==> src/rtl/branch_train_queue_pkg.sv <==
// Shared types and sizing for the branch training queue.
// Also carries the global address/depth defines used across the slice.
`ifndef ADDR_WIDTH
`define ADDR_WIDTH 32
`endif
`ifndef TRAIN_QUEUE_DEPTH
`define TRAIN_QUEUE_DEPTH 8
`endif

package branch_train_queue_pkg;

  localparam int ADDR_W   = `ADDR_WIDTH;
  localparam int TQ_DEPTH = `TRAIN_QUEUE_DEPTH;

  typedef struct packed {
    logic [ADDR_W-1:0] pc;
    logic              taken;
  } train_rec_t;

  localparam int REC_W = $bits(train_rec_t);

  function automatic logic [31:0] sat_inc32(
    input logic [31:0] v
  );
    return (&v) ? v : v + 32'd1;
  endfunction

  function automatic logic [15:0] sat_inc16(
    input logic [15:0] v
  );
    return (&v) ? v : v + 16'd1;
  endfunction

endpackage

==> src/rtl/train_fifo.sv <==
// Circular record buffer with wrapping pointers and occupancy count.
// A push while full is taken only when a pop frees the head slot.
module train_fifo #(
  parameter int W     = 33,
  parameter int DEPTH = 8,
  localparam int AW   = $clog2(DEPTH)
) (
  input  logic          clk,
  input  logic          rst,
  input  logic          push_i,
  input  logic          pop_i,
  input  logic [W-1:0]  wdata_i,
  output logic [W-1:0]  rdata_o,
  output logic          valid_o,
  output logic [AW:0]   count_o
);

  logic [W-1:0]  mem_q [DEPTH];
  logic [AW-1:0] wr_q, wr_d;
  logic [AW-1:0] rd_q, rd_d;
  logic [AW:0]   cnt_q, cnt_d;
  logic          full;
  logic          do_wr;
  logic          do_rd;

  assign full  = (cnt_q == (AW+1)'(DEPTH));
  assign do_rd = pop_i & (cnt_q != '0);
  assign do_wr = push_i & (~full | do_rd);

  always_comb begin
    wr_d  = wr_q;
    rd_d  = rd_q;
    cnt_d = cnt_q;
    if (do_wr) begin
      wr_d = wr_q + AW'(1);
    end
    if (do_rd) begin
      rd_d = rd_q + AW'(1);
    end
    unique case ({do_wr, do_rd})
      2'b10:   cnt_d = cnt_q + (AW+1)'(1);
      2'b01:   cnt_d = cnt_q - (AW+1)'(1);
      default: cnt_d = cnt_q;
    endcase
  end

  always_ff @(posedge clk) begin
    if (!rst) begin
      wr_q  <= '0;
      rd_q  <= '0;
      cnt_q <= '0;
    end else begin
      wr_q  <= wr_d;
      rd_q  <= rd_d;
      cnt_q <= cnt_d;
    end
  end

  always_ff @(posedge clk) begin
    if (rst && do_wr) begin
      mem_q[wr_q] <= wdata_i;
    end
  end

  // Empty reads as zero so stale storage never leaks after reset.
  assign valid_o = (cnt_q != '0);
  assign rdata_o = valid_o ? mem_q[rd_q] : '0;
  assign count_o = cnt_q;

endmodule

==> src/rtl/branch_train_queue.sv <==
// Buffers committed conditional branches for predictor training,
// and keeps saturating branch, mispredict and drop statistics.
module branch_train_queue
  import branch_train_queue_pkg::*;
#(
  parameter int DEPTH = TQ_DEPTH,
  localparam int AW   = $clog2(DEPTH)
) (
  input  logic              clk,
  input  logic              rst,
  input  logic              rdy,
  input  logic              commit_valid,
  input  logic              commit_is_branch,
  input  logic [ADDR_W-1:0] commit_pc,
  input  logic              commit_taken,
  input  logic              commit_pred_taken,
  output logic              train_enable,
  output logic              train_jump,
  output logic [ADDR_W-1:0] train_pc,
  input  logic              train_ready,
  output logic              queue_full,
  output logic [31:0]       branch_count,
  output logic [31:0]       mispredict_count,
  output logic [15:0]       drop_count
);

  logic        push_c;
  logic        pop_c;
  logic        drop_c;
  logic        misp_c;
  logic [AW:0] occ;
  train_rec_t  wrec;
  train_rec_t  head;
  logic [REC_W-1:0] head_raw;

  logic [31:0] br_q, br_d;
  logic [31:0] mp_q, mp_d;
  logic [15:0] dr_q, dr_d;

  assign push_c = rdy & commit_valid & commit_is_branch;
  assign pop_c  = rdy & train_enable & train_ready;
  assign misp_c = push_c & (commit_taken != commit_pred_taken);
  assign drop_c = push_c & queue_full & ~pop_c;

  assign wrec = '{pc: commit_pc, taken: commit_taken};

  train_fifo #(
    .W     (REC_W),
    .DEPTH (DEPTH)
  ) u_fifo (
    .clk     (clk),
    .rst     (rst),
    .push_i  (push_c),
    .pop_i   (pop_c),
    .wdata_i (wrec),
    .rdata_o (head_raw),
    .valid_o (train_enable),
    .count_o (occ)
  );

  assign head       = train_rec_t'(head_raw);
  assign train_pc   = head.pc;
  assign train_jump = head.taken;
  assign queue_full = (occ == (AW+1)'(DEPTH));

  always_comb begin
    br_d = br_q;
    mp_d = mp_q;
    dr_d = dr_q;
    if (push_c) begin
      br_d = sat_inc32(br_q);
    end
    if (misp_c) begin
      mp_d = sat_inc32(mp_q);
    end
    if (drop_c) begin
      dr_d = sat_inc16(dr_q);
    end
  end

  always_ff @(posedge clk) begin
    if (!rst) begin
      br_q <= '0;
      mp_q <= '0;
      dr_q <= '0;
    end else begin
      br_q <= br_d;
      mp_q <= mp_d;
      dr_q <= dr_d;
    end
  end

  assign branch_count     = br_q;
  assign mispredict_count = mp_q;
  assign drop_count       = dr_q;

endmodule

==> config.mk <==
export PLATFORM = sky130hd
export DESIGN_NAME = branch_train_queue
export DESIGN_NICKNAME = d
export VERILOG_FILES = /design/src/rtl/branch_train_queue_pkg.sv /design/src/rtl/train_fifo.sv /design/src/rtl/branch_train_queue.sv
export SDC_FILE = /design/constraint.sdc
export NUM_CORES = 1
export LEC_CHECK = 0
export CORE_MARGIN = 1.5
export CORE_UTILIZATION = 40
export DETAILED_ROUTE_END_ITERATION = 16
export PLACE_DENSITY = 0.57
export SLEW_MARGIN = 40
export SYNTH_ARGS = -nofsm -noshare
export SYNTH_HDL_FRONTEND = slang
export SYNTH_HIERARCHICAL = 1
export SYNTH_SLANG_ARGS = --single-unit
==> constraint.sdc <==
create_clock -name clk -period 5.9 [get_ports clk]
set_input_delay 0.59 -clock clk [delete_from_list [all_inputs] [get_ports clk]]
set_output_delay 0.59 -clock clk [all_outputs]
set_load 0.02 [all_outputs]
Word level (Yosys, flattened, before mapping)

Memory sizes are Yosys's and may differ from the RTL's. A register that Yosys moved wholly into a read port is not among the register bits.
Index checks and enable logic that the tools add are counted.

Add/subtract/negate cells: 7
Equal/unequal tests: 4
Multiplexer cells: 6
Bitwise operators: 15
Reduce and logical (&&, ||, !) cells: 9

Operators with widths:

| operator                                                              | count |
|---|---|
| 32-bit by 1-bit adder with 32-bit output, second input constant       | 2 |
| 32-bit AND reduction                                                  | 2 |
| 33-bit two-way mux                                                    | 1 |
| 16-bit by 1-bit adder with 16-bit output, second input constant       | 1 |
| 16-bit AND reduction                                                  | 1 |
| 1-bit bitwise AND                                                     | 9 |
| 4-bit one-hot mux with 2 select lines                                 | 1 |
| 3-bit by 1-bit adder with 3-bit output, second input constant         | 2 |
| 3-bit two-way mux                                                     | 2 |
| 2-bit AND reduction                                                   | 3 |
| 1-bit NOT                                                             | 5 |
| 4-bit by 1-bit adder with 4-bit output, second input constant         | 1 |
| 4-bit equality test, second input constant                            | 1 |
| 4-bit nonzero test                                                    | 1 |
| 4-bit by 1-bit subtractor with 4-bit output, second input constant    | 1 |
| 2-bit by 1-bit equality test with 1-bit output, second input constant | 1 |
| 2-bit equality test, second input constant                            | 1 |
| 1-bit two-way mux                                                     | 2 |
| 2-bit nonzero test                                                    | 1 |
| 1-bit logical AND                                                     | 1 |
| 1-bit != test                                                         | 1 |
| 1-bit bitwise OR                                                      | 1 |

Register bits after elaboration: 90
Bits in writable memories: 264
Input port bits: 40
Output and inout port bits: 115
Logic and storage cells: 48
Memories kept: 1

Memory list:

| name         | words | width | rd ports | clocked after memory_dff | wr ports | line             | RTL |
|---|---|---|---|---|---|---|---|
| u_fifo.mem_q | 8     | 33    | 1        | 1                        | 1        | train_fifo.sv:18 | `logic [W-1:0] mem_q [DEPTH];` |

Depth between registers and ports, before layout

Word-level depth: 9
Gate-level depth with buffers: 13
Gate-level depth less buffers: 12

By module

The synthesis kept the hierarchy.

Modules (own cells, without submodules):

| module             | times used | cells each | area an instance (µm²) | seq. area each (µm²) |
|---|---|---|---|---|
| train_fifo         | 1          | 501        | 10766.6                | 8187.9 |
| branch_train_queue | 1          | 488        | 4005.1                 | 1601.5 |

Worst setup path before layout

OpenSTA, ideal clock, no wires.

Path kind: register to register
From: register u_fifo.cnt_q[0], in the netlist u_fifo/count_o[0]
To: memory u_fifo.mem_q[1][0] (enable)
Setup time: 0.506 ns
Data arrival time: 4.634 ns
Slack: 0.760 ns
Cell stages (with the launch flop): 10
Buffers on the path: 1
Clock period less this slack: 5.140 ns
Cells stage by stage: dfxtp_1 or3_4 nor2_4 inv_2 nand3_1 inv_1 clkbuf_8 or2b_1 o21ai_4 nor4_1

Cells in the longest elaborated chain, start to end: 9
Elaborated cells on any way between the ends: 11
Those cells by class: eq/ne: 1; mux: 2; bitwise: 6; reduce/logical: 2

Ends and longest elaborated chain:

| element                                 | line                     | RTL |
|---|---|---|
| start: declaration                      | train_fifo.sv:21         | `logic [AW:0] cnt_q, cnt_d;` |
| start signal: assignment                | train_fifo.sv:55         | `cnt_q <= cnt_d;` |
| 4-bit nonzero test                      | train_fifo.sv:66         | `assign valid_o = (cnt_q != '0);` |
| via train_enable                        | branch_train_queue.sv:17 | `output logic train_enable,` |
| 1-bit bitwise AND (2 in a row)          | branch_train_queue.sv:41 | `assign pop_c = rdy & train_enable & train_ready;` |
| via pop_c                               | branch_train_queue.sv:28 | `logic pop_c;` |
| 1-bit bitwise AND                       | train_fifo.sv:27         | `assign do_rd = pop_i & (cnt_q != '0);` |
| 1-bit bitwise OR                        | train_fifo.sv:28         | `assign do_wr = push_i & (~full \| do_rd);` |
| 1-bit bitwise AND                       | train_fifo.sv:28         |  |
| 1-bit logical AND                       | train_fifo.sv:60         | `if (rst && do_wr) begin` |
| 1-bit two-way mux                       | train_fifo.sv:60         |  |
| 1-bit two-way mux (not written as such) | train_fifo.sv:61         | `mem_q[wr_q] <= wdata_i;` |
| end: declaration                        | train_fifo.sv:18         |  |

The timed path passes the listed nets, and every way through them passes these cells.

==> reports/metrics.yaml <==
run_status:
  status: "complete, no violations"
final_layout:
  area_growth_syn_to_layout_pct: 23.15
  drive_gt1_frac: 0.1442
  diodes: 0
  nets: 1210
  n_fill_cell: 3100
  final_util: 0.4981
worst_setup_path:
  cp.arrival_ps: 3270
  critPathRequiredTime_ps: 5310
  startpoint_type: "flop"
  crit_chain: "buf_4 -> mux4_2 -> mux2i_1 -> nor2_1 -> clkdlybuf4s50_1"
  max_stage_delay_ps: 810
  critical_path.top_delay_family: "buffers and inverters"
  critPathCaptureType: "output pin"
  critPathKind: "flop to output pin"
  crit_fanout: 33
  slowest_stage: "dfxtp_4"
  cp_num_buf_inv: 2
synth:
  async_flop_share: 0
  yosys-top-cells-area: "edfxtp_1 (54%), dfxtp_1 (13%), mux4_2 (10%), mux2i_1 (2.8%), nor2_1 (1.9%)"
  synth.avg_cell_area_sq_um: 14.94
  yosys.area.top_type: "edfxtp_1"
  ys_ff_latch: 357
  synthCells: 989
  yosys_warnings: 6
  synth-seq-area-share: 0.6627
  synth.top_cell.area_share: 0.5367
  synth-edff-count: 264
  synth_fp_nets: 1037
  synth.top_cells.by_count: "edfxtp_1 (264), dfxtp_1 (93), nor2_1 (74), mux4_2 (66), a21oi_1 (53)"
  ys.flop_type: "edfxtp_1"
  yosysMostFrequentCell: "edfxtp_1"
  synth.distinct_cells: 59
  synth_area_sq_mm: 0.01477
floorplanning:
  core_sq_mm: 0.03652
  rows: 70
  dieArea_sq_mm: 0.03809
  die_w_um: 195.2
  die_y_um: 195.2
  initial_core_util: 0.4045
  ioPinCount: 155
timing:
  tns_ps: 0
  min_period_over_period: 0.6543
  setup_viol: 0
  rsz0062_at_grt: "no"
  period_needed_ps: 3861
  max_freq_mhz: 259.0
  slew_headroom: 0.4637
  hold_viol_final: 0
  finClkSkew_ps: 12.15
  slew_violations: 0
  worstMarginPinSlew_ps: 799.7
flow_run:
  cap_violations: 0
drt:
  dr.first_iter.drc_count: 413
  met2_wirelength_um: 15270
  vias: 9081
  routed_wl_um: 32240
  wl_met1_um: 14410
  postRouteAntennaNets: 0
  remaining_drc_errors: 0
  wl_met3_um: 1959
  routed.top_layer: "met5"
  via_per_inst: 5.467
  route.detailed.wl_per_inst_um: 19.41
  dr.pass1.iters: 4
grt:
  grt_max_degree: 67
  grt_pass1_wl_um: 51000
  antenna_found_initial: 1
  grt_pass1_vias: 9112
  grt_usage: 0.1711
  grt_overflow_total: 0
cts:
  insertion_delay_ps: 530
  clock-root-buffer: "clkbuf_16"
  cts_tree: "yes"
  cts_buffers: 39
  post_cts_resized: 0
  clk_pin_slew_worst_paths_ps: 50
  cts_max_level: 2
  post_cts_buffers: 0
  cts.sinks: 357
  clockBufferDepth: 3
  holdBufCountCts: 0
power_and_ir_drop:
  peakVddDrop_v: 0.0001750
  leakage_uw: 0.005491
  power_density_mw_per_mm2: 284.7
placement:
  io_buffers: 154
  gp_congestion: 0.7731
  dpl.hpwl_um: 20380
min_path:
  hold_class: "flop to flop"
[metrics by stage]
stage / hold WS [ps] / power (uW) / area (sq um) / std cells / setup WS [ps]
after floorplan: 454.1 / 2807 / 14770 / 989 / 759.6
after global placement: 467.1 / 2883 / 16830 / 1585 / 2256
after detailed placement: 463.2 / 2885 / 16940 / 1589 / 2141
after CTS: 471.1 / 5242 / 18190 / 1661 / 1958
after global routing: 522.2 / 5342 / 18190 / 1661 / 1767
final: 470.7 / 5180 / 18190 / 1661 / 2039
[tightest hold or removal path, cell delays in order (launching register included)]
cell	delay (ps)
dfxtp_1	310
nand2_1	50
a21oi_1	60
[cell type report]
class                      count  area (sq um)  share of cell area
clock inverter                21         210.2             0.01156
timing repair buffer         177          1785             0.09815
multi-input combinational    569          4706              0.2587
tap                          468         585.6             0.03219
clock buffer                  51          1041             0.05723
sequential                   357          9796              0.5385
inverter                      18         67.56            0.003714
[sequential cells by signal (all words and copies together), names as in the netlist, named ones only]
signal / count
drop_count: 16
u_fifo/rd_q: 3
u_fifo/wr_q: 3
u_fifo/mem_q: 264
mispredict_count: 32
u_fifo/count_o: 4
branch_count: 32
[cell usage in the layout, fill, tap and decap left out, types with 4 or more instances in the layout]
cell,instances
o211ai_1,6
mux2i_1,41
inv_1,15
nor3_2,4
nor4_1,10
clkinv_2,5
nor2_1,72
and3_1,8
a21oi_1,53
clkdlybuf4s50_1,154
nand2b_1,7
clkbuf_1,10
xnor2_1,12
mux4_2,66
or4_1,23
nor3_1,11
nand4b_1,4
edfxtp_1,264
dfxtp_1,90
xor2_1,9
o21ai_0,21
nand3_1,34
nand4_1,22
o31ai_1,18
clkinv_1,9
o21a_1,6
ha_1,7
buf_4,18
o21ai_1,13
or3_1,30
and4_1,4
clkbuf_16,39
nand2_1,46
[per-layer routing]
layer | up-vias | GRT usage
li1 | 4264 | -
met1 | 4540 | 0.2305
met2 | 223 | 0.2772
met3 | 52 | 0.04352
met4 | 2 | 0.04364
met5 | - | 0
[report_power, final]
group / switching, uW / internal, uW
combinational: 76.1 / 49.4
clock: 964 / 1390
sequential: 4.49 / 2700
total: 1040 / 4140
[final timing paths]
| kind | startpoint | endpoint | slack (ps) | cells after the start |
|---|---|---|---|---|
| setup / recovery | flop | train_pc[31] | 2040 | 5 |
| hold / removal | u_fifo/rd_q[1] | flop | 470 | 2 |
| setup reg to reg | u_fifo/count_o[0] | u_fifo/mem_q[6][23] | 2390 | 9 |
| hold reg to reg | u_fifo/rd_q[1] | flop | 470 | 2 |
[cell families after synthesis]
logic type	Yosys count	synth area share
compound gates	142	0.06175
mux	107	0.1284
buf+inv	63	0.02262
simple gates	290	0.1037
flops	357	0.6627
fa+ha+maj	8	0.007284
xor+xnor	22	0.01355
No activity file was read; power rests on OpenSTA's default activity.
